## src/rtl/distortion_pipe.sv

```systemverilog
// distortion_pipe: three-stage signed waveshaper with per-frame mode select.
//   S1: channel tag, frame mode capture, gain (x1/x2/x4/x8) into DATA_W+4 bits
//   S2: sign/magnitude split and region select against the mode threshold
//   S3: piecewise compression, saturation, clip flag
// Ports:
//   clk, rst_n            clock, async active-low reset
//   mode                  00 clean, 01 light, 10 normal, 11 heavy
//   in_valid/in_ready     input handshake, in_data sample
//   out_valid/out_ready   output handshake, out_data/out_ch/out_clip
//   clip_clr, clip_cnt    synchronous clear / saturating clipped-sample count
module distortion_pipe #(
  parameter int DATA_W    = 16,
  parameter int NCH       = 2,
  parameter int THR_LIGHT = 20000,
  parameter int THR_NORM  = 16000,
  parameter int THR_HEAVY = 12000,
  parameter int CNT_W     = 16,
  localparam int CH_W     = (NCH > 1) ? $clog2(NCH) : 1
) (
  input  logic              clk,
  input  logic              rst_n,
  input  logic [1:0]        mode,
  input  logic              in_valid,
  output logic              in_ready,
  input  logic [DATA_W-1:0] in_data,
  output logic              out_valid,
  input  logic              out_ready,
  output logic [DATA_W-1:0] out_data,
  output logic [CH_W-1:0]   out_ch,
  output logic              out_clip,
  input  logic              clip_clr,
  output logic [CNT_W-1:0]  clip_cnt
);

  localparam int EW = DATA_W + 4;
  typedef logic [EW-1:0] ext_t;

  localparam ext_t T_L  = ext_t'(THR_LIGHT);
  localparam ext_t T_N  = ext_t'(THR_NORM);
  localparam ext_t T_H  = ext_t'(THR_HEAVY);
  localparam ext_t MAXP = ext_t'((1 << (DATA_W - 1)) - 1);
  localparam ext_t MAXN = ext_t'(1 << (DATA_W - 1));
  localparam logic [DATA_W-1:0] Y_MAX = {1'b0, {(DATA_W-1){1'b1}}};
  localparam logic [DATA_W-1:0] Y_MIN = {1'b1, {(DATA_W-1){1'b0}}};

  function automatic ext_t thr(input logic [1:0] m);
    case (m)
      2'b01:   return T_L;
      2'b10:   return T_N;
      2'b11:   return T_H;
      default: return '0;
    endcase
  endfunction

  logic              en, acc;
  logic [CH_W-1:0]   ch_cnt;
  logic [1:0]        mode_act, mode_eff;
  ext_t              gain;

  // S1 registers
  logic              v1;
  logic [CH_W-1:0]   ch1;
  logic [1:0]        mode1;
  ext_t              g1;
  logic [DATA_W-1:0] raw1;
  ext_t              mag1, t1;
  logic [1:0]        reg1;

  // S2 registers
  logic              v2, s2, byp2;
  logic [CH_W-1:0]   ch2;
  ext_t              a2, t2;
  logic [1:0]        reg2;
  logic [DATA_W-1:0] raw2;

  // S3 combinational result
  ext_t              mag3;
  logic [DATA_W-1:0] y3;
  logic              sat3, clip3;

  assign in_ready = !(out_valid && !out_ready);
  assign en       = in_ready;
  assign acc      = in_valid && in_ready;

  // A channel-0 sample uses the mode present at its own acceptance; the
  // remaining channels of the frame reuse that captured value.
  assign mode_eff = (ch_cnt == '0) ? mode : mode_act;
  assign gain     = ext_t'({{4{in_data[DATA_W-1]}}, in_data}) << mode_eff;

  // Magnitude at EW bits cannot overflow: |x8 * min| = 2^(DATA_W+2) < 2^EW.
  assign mag1 = g1[EW-1] ? (ext_t'(0) - g1) : g1;
  assign t1   = thr(mode1);
  assign reg1 = (mag1 <= t1)        ? 2'd1 :
                (mag1 <= (t1 << 1)) ? 2'd2 : 2'd3;

  always_comb begin
    mag3  = a2;
    y3    = '0;
    sat3  = 1'b0;
    clip3 = 1'b0;
    case (reg2)
      2'd2:    mag3 = t2 + ((a2 - t2) >> 1);
      2'd3:    mag3 = t2 + (t2 >> 1) + ((a2 - (t2 << 1)) >> 2);
      default: mag3 = a2;
    endcase
    if (byp2) begin
      y3 = raw2;
    end else begin
      if (s2) begin
        if (mag3 > MAXN) begin
          y3   = Y_MIN;
          sat3 = 1'b1;
        end else begin
          y3 = {DATA_W{1'b0}} - mag3[DATA_W-1:0];
        end
      end else begin
        if (mag3 > MAXP) begin
          y3   = Y_MAX;
          sat3 = 1'b1;
        end else begin
          y3 = mag3[DATA_W-1:0];
        end
      end
      clip3 = (reg2 == 2'd3) || sat3;
    end
  end

  always_ff @(posedge clk or negedge rst_n) begin
    if (!rst_n) begin
      ch_cnt    <= '0;
      mode_act  <= 2'b00;
      v1        <= 1'b0;
      ch1       <= '0;
      mode1     <= 2'b00;
      g1        <= '0;
      raw1      <= '0;
      v2        <= 1'b0;
      s2        <= 1'b0;
      byp2      <= 1'b1;
      ch2       <= '0;
      a2        <= '0;
      t2        <= '0;
      reg2      <= 2'd1;
      raw2      <= '0;
      out_valid <= 1'b0;
      out_data  <= '0;
      out_ch    <= '0;
      out_clip  <= 1'b0;
    end else if (en) begin
      if (acc) begin
        ch_cnt <= (ch_cnt == CH_W'(NCH - 1)) ? '0 : ch_cnt + 1'b1;
        if (ch_cnt == '0) mode_act <= mode;
      end
      v1        <= acc;
      ch1       <= ch_cnt;
      mode1     <= mode_eff;
      g1        <= gain;
      raw1      <= in_data;
      v2        <= v1;
      s2        <= g1[EW-1];
      byp2      <= (mode1 == 2'b00);
      ch2       <= ch1;
      a2        <= mag1;
      t2        <= t1;
      reg2      <= reg1;
      raw2      <= raw1;
      out_valid <= v2;
      out_data  <= y3;
      out_ch    <= ch2;
      out_clip  <= clip3;
    end
  end

  always_ff @(posedge clk or negedge rst_n) begin
    if (!rst_n) begin
      clip_cnt <= '0;
    end else if (clip_clr) begin
      clip_cnt <= '0;
    end else if (out_valid && out_ready && out_clip && !(&clip_cnt)) begin
      clip_cnt <= clip_cnt + 1'b1;
    end
  end

endmodule

```

## config.mk

```make
export PLATFORM = sky130hd
export DESIGN_NAME = distortion_pipe
export DESIGN_NICKNAME = d
export VERILOG_FILES = /design/src/rtl/distortion_pipe.sv
export SDC_FILE = /design/constraint.sdc
export NUM_CORES = 1
export LEC_CHECK = 0
export BUFFER_PORTS_ARGS = -buffer_cell sky130_fd_sc_hd__buf_2
export CORE_ASPECT_RATIO = 1.1
export CORE_MARGIN = 8
export CORE_UTILIZATION = 62
export CTS_BUF_LIST = sky130_fd_sc_hd__clkbuf_8 sky130_fd_sc_hd__clkbuf_16
export CTS_CLUSTER_DIAMETER = 50
export DETAILED_ROUTE_END_ITERATION = 12
export PLACE_DENSITY = 0.87
export SETUP_SLACK_MARGIN = 0.15
export SYNTH_ARGS = -nofsm -noshare
export SYNTH_HDL_FRONTEND = slang
export SYNTH_SLANG_ARGS = --single-unit
```

## constraint.sdc

```tcl
create_clock -name clk -period 6.08 [get_ports clk]
set_input_delay 0.608 -clock clk [delete_from_list [all_inputs] [get_ports clk]]
set_output_delay 0.608 -clock clk [all_outputs]
set_load 0.1 [all_outputs]
```

==> results of run 1 <==
final timing paths:
kind	start	end	cells past startpoint
max	t2[13]	out_data[9]	18
min	rst_n	clip_cnt[4]	1
max reg2reg	t2[13]	out_data[9]	18
min reg2reg	raw2[12]	raw2[12]	2
max in group asynchronous	rst_n	a2[9]	2
min in group clk	in_data[15]	g1[18]	3
layout make-up:
class / instances / area, um^2 / area share, %
Multi-Input combinational cell: 897 / 5780 / 56.9
Sequential cell: 123 / 3080 / 30.3
Clock buffer: 17 / 425 / 4.19
Timing Repair Buffer: 65 / 345 / 3.40
Tap cell: 196 / 245 / 2.42
Clock inverter: 15 / 141 / 1.39
Inverter: 37 / 139 / 1.37
registers in the layout (all words and copies together) (netlist names):
signal	flops
ch1	1
ch_cnt	1
ch2	1
s2	1
raw1	15
out_valid	1
v2	1
raw2	15
g1	19
reg2	2
t2	6
out_data	16
mode_act	2
byp2	1
clip_cnt	16
out_clip	1
out_ch	1
a2	20
v1	1
mode1	2
per-stage QoR:
stage / worst slack, ns / util [%] / hold slack [ns] / cell area, um^2 / std cells
floorplan: 1.48 / - / 0.312 / 9240 / 1113
finish: 0.690 / 68.5 / 0.261 / 10200 / 1350
detailed placement: 0.775 / 64.7 / 0.457 / 9590 / 1318
global route: 0.382 / 68.5 / 0.347 / 10200 / 1350
CTS: 0.770 / 68.5 / 0.305 / 10200 / 1350
global placement: 0.930 / 64.7 / 0.444 / 9590 / 1318
critical path, stage by stage, from the launching register on:
cell	delay [ns]
dfrtp_1	0.53
inv_1	0.23
ha_1	0.39
a211oi_1	0.31
a21oi_1	0.18
a311o_1	0.38
a21oi_1	0.17
xor2_1	0.11
fa_1	0.50
inv_1	0.05
ha_1	0.33
a21oi_1	0.11
a21boi_0	0.15
a311oi_1	0.33
and4_1	0.23
o211a_1	0.17
o2111ai_2	0.23
o21ai_2	0.61
o2111ai_1	0.20
cell usage after synthesis (9+ instances only):
master,instances
a21o_1,13
a21oi_1,58
a31oi_1,10
and3_1,11
clkbuf_1,40
dfrtp_1,121
fa_1,9
ha_1,60
inv_1,36
mux2i_1,23
nand2_1,242
nand2b_1,14
nand3_1,29
nor2_1,93
nor2b_1,13
nor3_1,13
o211ai_1,12
o211ai_2,11
o21a_1,12
o21ai_0,63
or3_1,10
xnor2_1,35
xor2_1,27
routing by layer:
| metal | share of wire, % | up-vias |
|---|---|---|
| li1 | - | 3995 |
| met1 | 42 | 4104 |
| met2 | 49 | 295 |
| met3 | 5.4 | 72 |
| met4 | 4.1 | 0 |
| met5 | 0 | - |
logic make-up (layout without fill, tap and decap cells):
group | Yosys count | in the layout
fa+ha+maj | 69 | 69
compound gates | 265 | 265
flops | 123 | 123
xor+xnor | 62 | 62
buf+inv | 93 | 134
simple gates | 473 | 473
mux | 28 | 28
==> flow_summary.json, run 1 <==
{
  "clk_pin_slew_worst_paths_ns": 0.06,
  "gr-usage-met1_pct": 30.8,
  "post_cts_buffers": 0,
  "use_met2_pct": 43.7,
  "synth_enable_flop_cells": 0,
  "hp-class": "input pin to async pin",
  "final_cell_mix": "242 x nand2_1, 121 x dfrtp_1, 93 x nor2_1, 63 x o21ai_0, 60 x ha_1",
  "dp_hpwl_um": 17900,
  "ant_nets": 0,
  "slew_viol_final": 0,
  "wirelength_um": 24300,
  "rsz0062_at_grt": "false",
  "drc": 0,
  "startpoint_type": "flop",
  "synth_mux_area_share_pct": 3.26,
  "drt_pre_antenna_iters": 5,
  "end_kind": "flop",
  "netlist.area_leader.share_pct": 32.8,
  "clk_latency_ns": 0.43,
  "rows": 47,
  "die_x_um": 132,
  "cts_hold_buf": 0,
  "diodes": 0,
  "critPathArrivalTime_ns": 5.66,
  "core_um2": 14800,
  "required_ns": 6.35,
  "tightest_slew_ns": 0.850,
  "skew_ns": 0.0101,
  "portBuffers": 58,
  "ioPinCount": 59,
  "hold_viol": 0,
  "fill_cells": 1224,
  "synth_area_um2": 9240,
  "synth-compound-area-share_pct": 20.0,
  "first_global_vias": 8171,
  "start_util_pct": 62.4,
  "avgViaCountPerCell": 6.27,
  "setup_viol": 0,
  "synth-seq-cells": 123,
  "antenna_found_initial": 0,
  "final_common_cell": "nand2_1",
  "yosys-top-cells-area": "dfrtp_1 33%, nand2_1 9.8%, ha_1 8.1%",
  "tns_ns": 0,
  "dieArea_um2": 19100,
  "busiest_layer": "met2",
  "layout_min_cycle_time_ns": 5.39,
  "slew-limit-headroom_pct": 43.2,
  "grt_max_degree": 65,
  "syn-num-nets": 1205,
  "grt_overflow_total": 0,
  "clockBufferDepth": 2,
  "use_met3_pct": 5.21,
  "cts_tree": "done",
  "nNetsFinal": 1233,
  "cts_resized": 0,
  "r2r_setup_slack_ns": 0.69,
  "outcome": "completed",
  "yosysWarnings": 0,
  "synthArstFlopShare_pct": 100,
  "vias": 8466,
  "cts-htree-levels": 4,
  "drv_cap": 0,
  "synth-main-ff-cell": "dfrtp_1",
  "post_drt_wl_per_cell_um": 18.0,
  "synthSimpleGateAreaFrac_pct": 23.2,
  "syn_avg_cell_area_um2": 8.30,
  "yosysSeqAreaShare_pct": 33.3,
  "yosys.area_share.adder_pct": 10.1,
  "gr-usage-all-layers_pct": 25.9,
  "synth_cell_types": 86,
  "synth_top_family_by_area": "simple AND/OR/NAND/NOR gates",
  "layout-drive-gt1-share_pct": 12.0,
  "cts_root_buffer": "clkbuf_16",
  "gp_congestion": 0.939,
  "synthXorXnorAreaFrac_pct": 5.88,
  "area_growth_pct": 9.86,
  "cts_buffers": 17,
  "syn_inst": 1113,
  "finalCritPeriodShare_pct": 88.7,
  "grt_pass1_wl_um": 40000,
  "crit_path_max_fanout": 10,
  "path_class": "flop to flop",
  "first_iter_violations": 753,
  "fmax_mhz": 186,
  "fp.dieH_um": 144,
  "yosysTopAreaCell": "dfrtp_1",
  "cts.sinks": 123
}
Power of run 1 is not shown: default switching activity piles up to over one toggle a cycle in this logic, so the estimate is an artifact.
==> run 2: changes to the inputs <==
--- a/config.mk
+++ b/config.mk
@@ -12,6 +12,7 @@
 export CTS_BUF_LIST = sky130_fd_sc_hd__clkbuf_8 sky130_fd_sc_hd__clkbuf_16
 export CTS_CLUSTER_DIAMETER = 50
 export DETAILED_ROUTE_END_ITERATION = 12
+export MAX_ROUTING_LAYER = met4
 export PLACE_DENSITY = 0.87
 export SETUP_SLACK_MARGIN = 0.15
 export SYNTH_ARGS = -nofsm -noshare
==> run 2 against run 1 <==
Count of clock-buffer cells in the layout grew 1. Sequential cell count is the same. Utilization grew 0.12 points. Wire length grew 0.40%. Largest cell class unchanged. Sequential share of layout area shrank 0.052 points. Die area is the same. Non-clock buffer count is the same. Critical path depth is the same. Via count is essentially flat. Fmax shrank 1.4%. Global-route usage grew 0.81 points.
==> flow_summary.json, run 2 (synthesis results as in run 1) <==
{
  "path_cells": "inv_1 -> ha_1 -> a211oi_1 -> a21oi_1 -> a311o_1 -> a21oi_1 -> xor2_1 -> fa_1 -> inv_1 -> ha_1 -> a21oi_1 -> a21boi_0 -> a311oi_1 -> and4_1 -> o211a_1 -> o2111ai_2 -> o21ai_2 -> o2111ai_1",
  "tns_ns": 0,
  "rows": 47,
  "layout-drive-gt1-share_pct": 11.8,
  "grt_overflow_total": 0,
  "final_cell_mix": "242 x nand2_1, 121 x dfrtp_1, 93 x nor2_1, 63 x o21ai_0, 60 x ha_1",
  "critPathMostFrequentCell": "a21oi_1",
  "tightest_slew_ns": 1.05,
  "wirelength_um": 24400,
  "r2r_end": "out_data[9]",
  "top_regs": "a2 x20, g1 x19",
  "fmax_mhz": 183,
  "dieArea_um2": 19100,
  "cts_hold_buf": 0,
  "required_ns": 6.33,
  "die_x_um": 132,
  "r2r_start": "t2[13]",
  "cts_root_buffer": "clkbuf_16",
  "startpoint_type": "flop",
  "slowest_stage": "o21ai_2",
  "diodes": 0,
  "hp-class": "input pin to async pin",
  "area_growth_pct": 10.0,
  "cts_buffers": 17,
  "largest_register_ffs": 20,
  "antenna_found_initial": 0,
  "drv_cap": 0,
  "slew-limit-headroom_pct": 29.7,
  "hold_viol": 0,
  "ioPinCount": 59,
  "rsz0062_at_grt": "false",
  "slew_viol_final": 0,
  "drt_pre_antenna_iters": 5,
  "avgViaCountPerCell": 6.28,
  "worst_path_largest_cell_delay_ns": 0.59,
  "r2r_setup_slack_ns": 0.62,
  "gp_congestion": 1.02,
  "post_cts_buffers": 0,
  "layout_min_cycle_time_ns": 5.46,
  "ant_nets": 0,
  "dp_hpwl_um": 17600,
  "grt_pass1_wl_um": 40300,
  "cts_tree": "done",
  "core_um2": 14800,
  "ff_latch_area_um2": 3080,
  "use_met2_pct": 44.2,
  "vias": 8473,
  "skew_ns": 0.00768,
  "final_common_cell": "nand2_1",
  "portBuffers": 58,
  "clk_latency_ns": 0.43,
  "drc": 0,
  "cts_resized": 0,
  "end_kind": "flop",
  "gr-usage-all-layers_pct": 26.7,
  "cts.sinks": 123,
  "finalCritPeriodShare_pct": 89.9,
  "regMostFlops": "a2",
  "first_iter_violations": 812,
  "cts-htree-levels": 4,
  "start_util_pct": 62.4,
  "fp.dieH_um": 144,
  "r2r_cells": 18,
  "gr-usage-met1_pct": 31.5,
  "first_global_vias": 8092,
  "fill_cells": 1153,
  "post_drt_wl_per_cell_um": 18.1,
  "use_met3_pct": 5.21,
  "crit_start": "t2[13]",
  "multi_input_area_um2": 5780,
  "busiest_layer": "met2",
  "setup_viol": 0,
  "grt_max_degree": 89,
  "clockBufferDepth": 2,
  "path_class": "flop to flop",
  "critPathArrivalTime_ns": 5.72,
  "outcome": "completed",
  "nNetsFinal": 1233,
  "crit_path_max_fanout": 10,
  "clk_pin_slew_worst_paths_ns": 0.06
}
-- run 2: cell count changes in the layout (fill, tap and decap cells not counted), sizes merged --
| cell | change |
|---|---|
| clkinv | -4 |
| inv | -2 |
| bufinv | +1 |
| clkbuf | +1 |
| clkinvlp | +3 |
-- run 2: metal layers --
layer	wire length [um]	vias to the layer above
li1	-	3989
met1	10300	4090
met2	11900	327
met3	1320	67
met4	915	0
met5	0	-
-- run 2: worst max-delay path by stage --
| stage | to | depth (start not counted) |
|---|---|---|
| after floorplan | out_data[9] | 19 |
| after global placement | out_data[1] | 19 |
| after detailed placement | out_data[1] | 19 |
| after CTS | out_data[1] | 19 |
| after global routing | out_data[1] | 19 |
| final | out_data[9] | 18 |
-- run 2: final cells by class --
type	instances	share of cell area, %
Tap cell	196	2.41
Clock buffer	18	4.32
Multi-Input combinational cell	897	56.8
Clock inverter	13	1.43
Timing Repair Buffer	65	3.40
Inverter	37	1.37
Sequential cell	123	30.3
-- run 2: stage by stage --
stage / worst slack [ns] / area (um^2) / hold WS [ns] / util (%) / std cells
after detailed placement: 0.729 / 9590 / 0.451 / 64.7 / 1318
after global placement: 0.914 / 9590 / 0.441 / 64.7 / 1318
after CTS: 0.707 / 10200 / 0.153 / 68.6 / 1349
after floorplan: 1.48 / 9240 / 0.312 / - / 1113
final: 0.615 / 10200 / 0.134 / 68.6 / 1349
after global routing: 0.156 / 10200 / 0.165 / 68.6 / 1349
-- run 2: worst max-delay path: cells and delay by family (launching register included) --
family | cells | cell delay [ns]
compound gates | 11 | 2.92
xor+xnor | 1 | 0.10
fa+ha+maj | 3 | 1.25
buf+inv | 2 | 0.27
flops | 1 | 0.53
simple gates | 1 | 0.24
Power of run 2 is left out for the same reason.
==> run 3: changes to the inputs <==
--- a/config.mk
+++ b/config.mk
@@ -6,9 +6,11 @@
 export NUM_CORES = 1
 export LEC_CHECK = 0
 export BUFFER_PORTS_ARGS = -buffer_cell sky130_fd_sc_hd__buf_2
+export CELL_PAD_IN_SITES_DETAIL_PLACEMENT = 1
+export CELL_PAD_IN_SITES_GLOBAL_PLACEMENT = 2
 export CORE_ASPECT_RATIO = 1.1
 export CORE_MARGIN = 8
-export CORE_UTILIZATION = 62
+export CORE_UTILIZATION = 38
 export CTS_BUF_LIST = sky130_fd_sc_hd__clkbuf_8 sky130_fd_sc_hd__clkbuf_16
 export CTS_CLUSTER_DIAMETER = 50
 export DETAILED_ROUTE_END_ITERATION = 12
==> run 3 against run 2 <==
Non-clock buffer count up 2. Sequential cell count unchanged. Critical path depth unchanged. Cell count increased by 8.7%. First-iteration DRC count fell by 49%. Worst hold slack gained 0.18 ns. Largest cell class unchanged.
==> flow_summary.json, run 3 (synthesis results as in run 1) <==
{
  "top_regs": "a2 x20, g1 x19",
  "slew_viol_final": 0,
  "crit_path_max_fanout": 10,
  "cts_hold_buf": 0,
  "path_class": "flop to flop",
  "post_drt_wl_per_cell_um": 19.5,
  "placed_cells": 1434,
  "slowest_stage": "o21ai_2",
  "r2r_start": "t2[13]",
  "die_x_um": 165,
  "tns_ns": 0,
  "hp-class": "input pin to async pin",
  "setup_viol": 0,
  "drt_pre_antenna_iters": 5,
  "skew_ns": 0.0142,
  "critPathMostFrequentCell": "a21oi_1",
  "cp_top_family": "compound AO/OA/AOI/OAI gates",
  "start_util_pct": 38.2,
  "crit_start": "t2[13]",
  "grt_overflow_total": 0,
  "worst_path_largest_cell_delay_ns": 0.60,
  "regMostFlops": "a2",
  "clockBufferDepth": 2,
  "grt_max_degree": 68,
  "fill_cells": 2933,
  "ant_nets": 0,
  "wirelength_um": 28600,
  "tightest_slew_ns": 1.08,
  "slew-limit-headroom_pct": 27.8,
  "critPathArrivalTime_ns": 5.68,
  "multi_input_area_um2": 5780,
  "drv_cap": 0,
  "rows": 60,
  "finalCritPeriodShare_pct": 88.9,
  "layout-drive-gt1-share_pct": 12.0,
  "r2r_cells": 18,
  "nNetsFinal": 1235,
  "cts_root_buffer": "clkbuf_16",
  "avgViaCountPerCell": 5.64,
  "area_growth_pct": 11.3,
  "end_kind": "flop",
  "gr-usage-all-layers_pct": 20.4,
  "dp_hpwl_um": 21500,
  "final_common_cell": "nand2_1",
  "fin_cells": 1466,
  "required_ns": 6.35,
  "pre_cts_slack_ns": 0.746,
  "cts-htree-levels": 4,
  "cts_resized": 0,
  "largest_register_ffs": 20,
  "outcome": "completed",
  "final_cell_mix": "242 x nand2_1, 121 x dfrtp_1, 93 x nor2_1, 63 x o21ai_0, 60 x ha_1",
  "diodes": 0,
  "dieArea_um2": 29600,
  "hold_viol": 0,
  "cts_tree": "done",
  "grt_pass1_wl_um": 47200,
  "post-route-util_pct": 42.6,
  "core_um2": 24200,
  "fp.dieH_um": 180,
  "clk_latency_ns": 0.42,
  "cts.sinks": 123,
  "rsz0062_at_grt": "false",
  "fmax_mhz": 185,
  "path_cells": "inv_1 -> ha_1 -> a211oi_1 -> a21oi_1 -> a311o_1 -> a21oi_1 -> xor2_1 -> fa_1 -> inv_1 -> ha_1 -> a21oi_1 -> a21boi_0 -> a311oi_1 -> and4_1 -> o211a_1 -> o2111ai_2 -> o21ai_2 -> o2111ai_1",
  "ioPinCount": 59,
  "crit_buf_inv": 2,
  "ff_latch_area_um2": 3080,
  "startpoint_type": "flop",
  "setup_ws_ns": 0.674,
  "cts_buffers": 17,
  "layout_min_cycle_time_ns": 5.41,
  "drc": 0,
  "clk_pin_slew_worst_paths_ns": 0.07,
  "vias": 8269,
  "portBuffers": 58,
  "first_global_vias": 8854,
  "first_iter_violations": 417,
  "gp_congestion": 0.901,
  "cp.depth": 18,
  "antenna_found_initial": 0,
  "post_cts_buffers": 0
}
[run 3: changes by cell type in the layout (fill, tap and decap cells not counted), moves of 2 or more]
cell	change
buf_4	+2
inv_6	+3
bufinv_16	-2
clkinvlp_4	-3
clkinv_2	+4
[run 3: stage by stage]
stage          hold slack, ns  instance area [um^2]
6_report                0.315                 10300
3_5_place_dp            0.452                  9750
5_1_grt                 0.389                 10300
2_1_floorplan           0.312                  9240
3_3_place_gp            0.443                  9750
4_1_cts                 0.332                 10300
[run 3: final cells by class]
| class | count | area share [%] |
|---|---|---|
| clock inverters | 15 | 1.12 |
| repair buffers | 67 | 3.50 |
| well taps | 310 | 3.77 |
| clock buffers | 17 | 4.14 |
| inverters | 37 | 1.36 |
| multi-input cells | 897 | 56.2 |
| flip-flops and latches | 123 | 29.9 |
[run 3: final timing paths]
| check | end | slack, ns |
|---|---|---|
| setup reg to reg | out_data[9] | 0.67 |
| setup / recovery | out_data[9] | 0.67 |
| max in group asynchronous | clip_cnt[1] | 4.48 |
| min in group clk | raw1[3] | 0.46 |
| hold / removal | raw1[10] | 0.32 |
| hold reg to reg | v2 | 0.46 |
[run 3: routing by layer]
| metal | share of wire, % | GRT usage [%] | routed length [um] | vias to the layer above |
|---|---|---|---|---|
| met4 | 3.1 | 8.01 | 896 | 0 |
| met3 | 2.5 | 2.47 | 703 | 57 |
| li1 | - | - | - | 3988 |
| met5 | 0 | - | 0 | - |
| met2 | 49 | 33.2 | 14000 | 146 |
| met1 | 45 | 25.3 | 13000 | 4078 |
Power of run 3 is left out for the same reason.
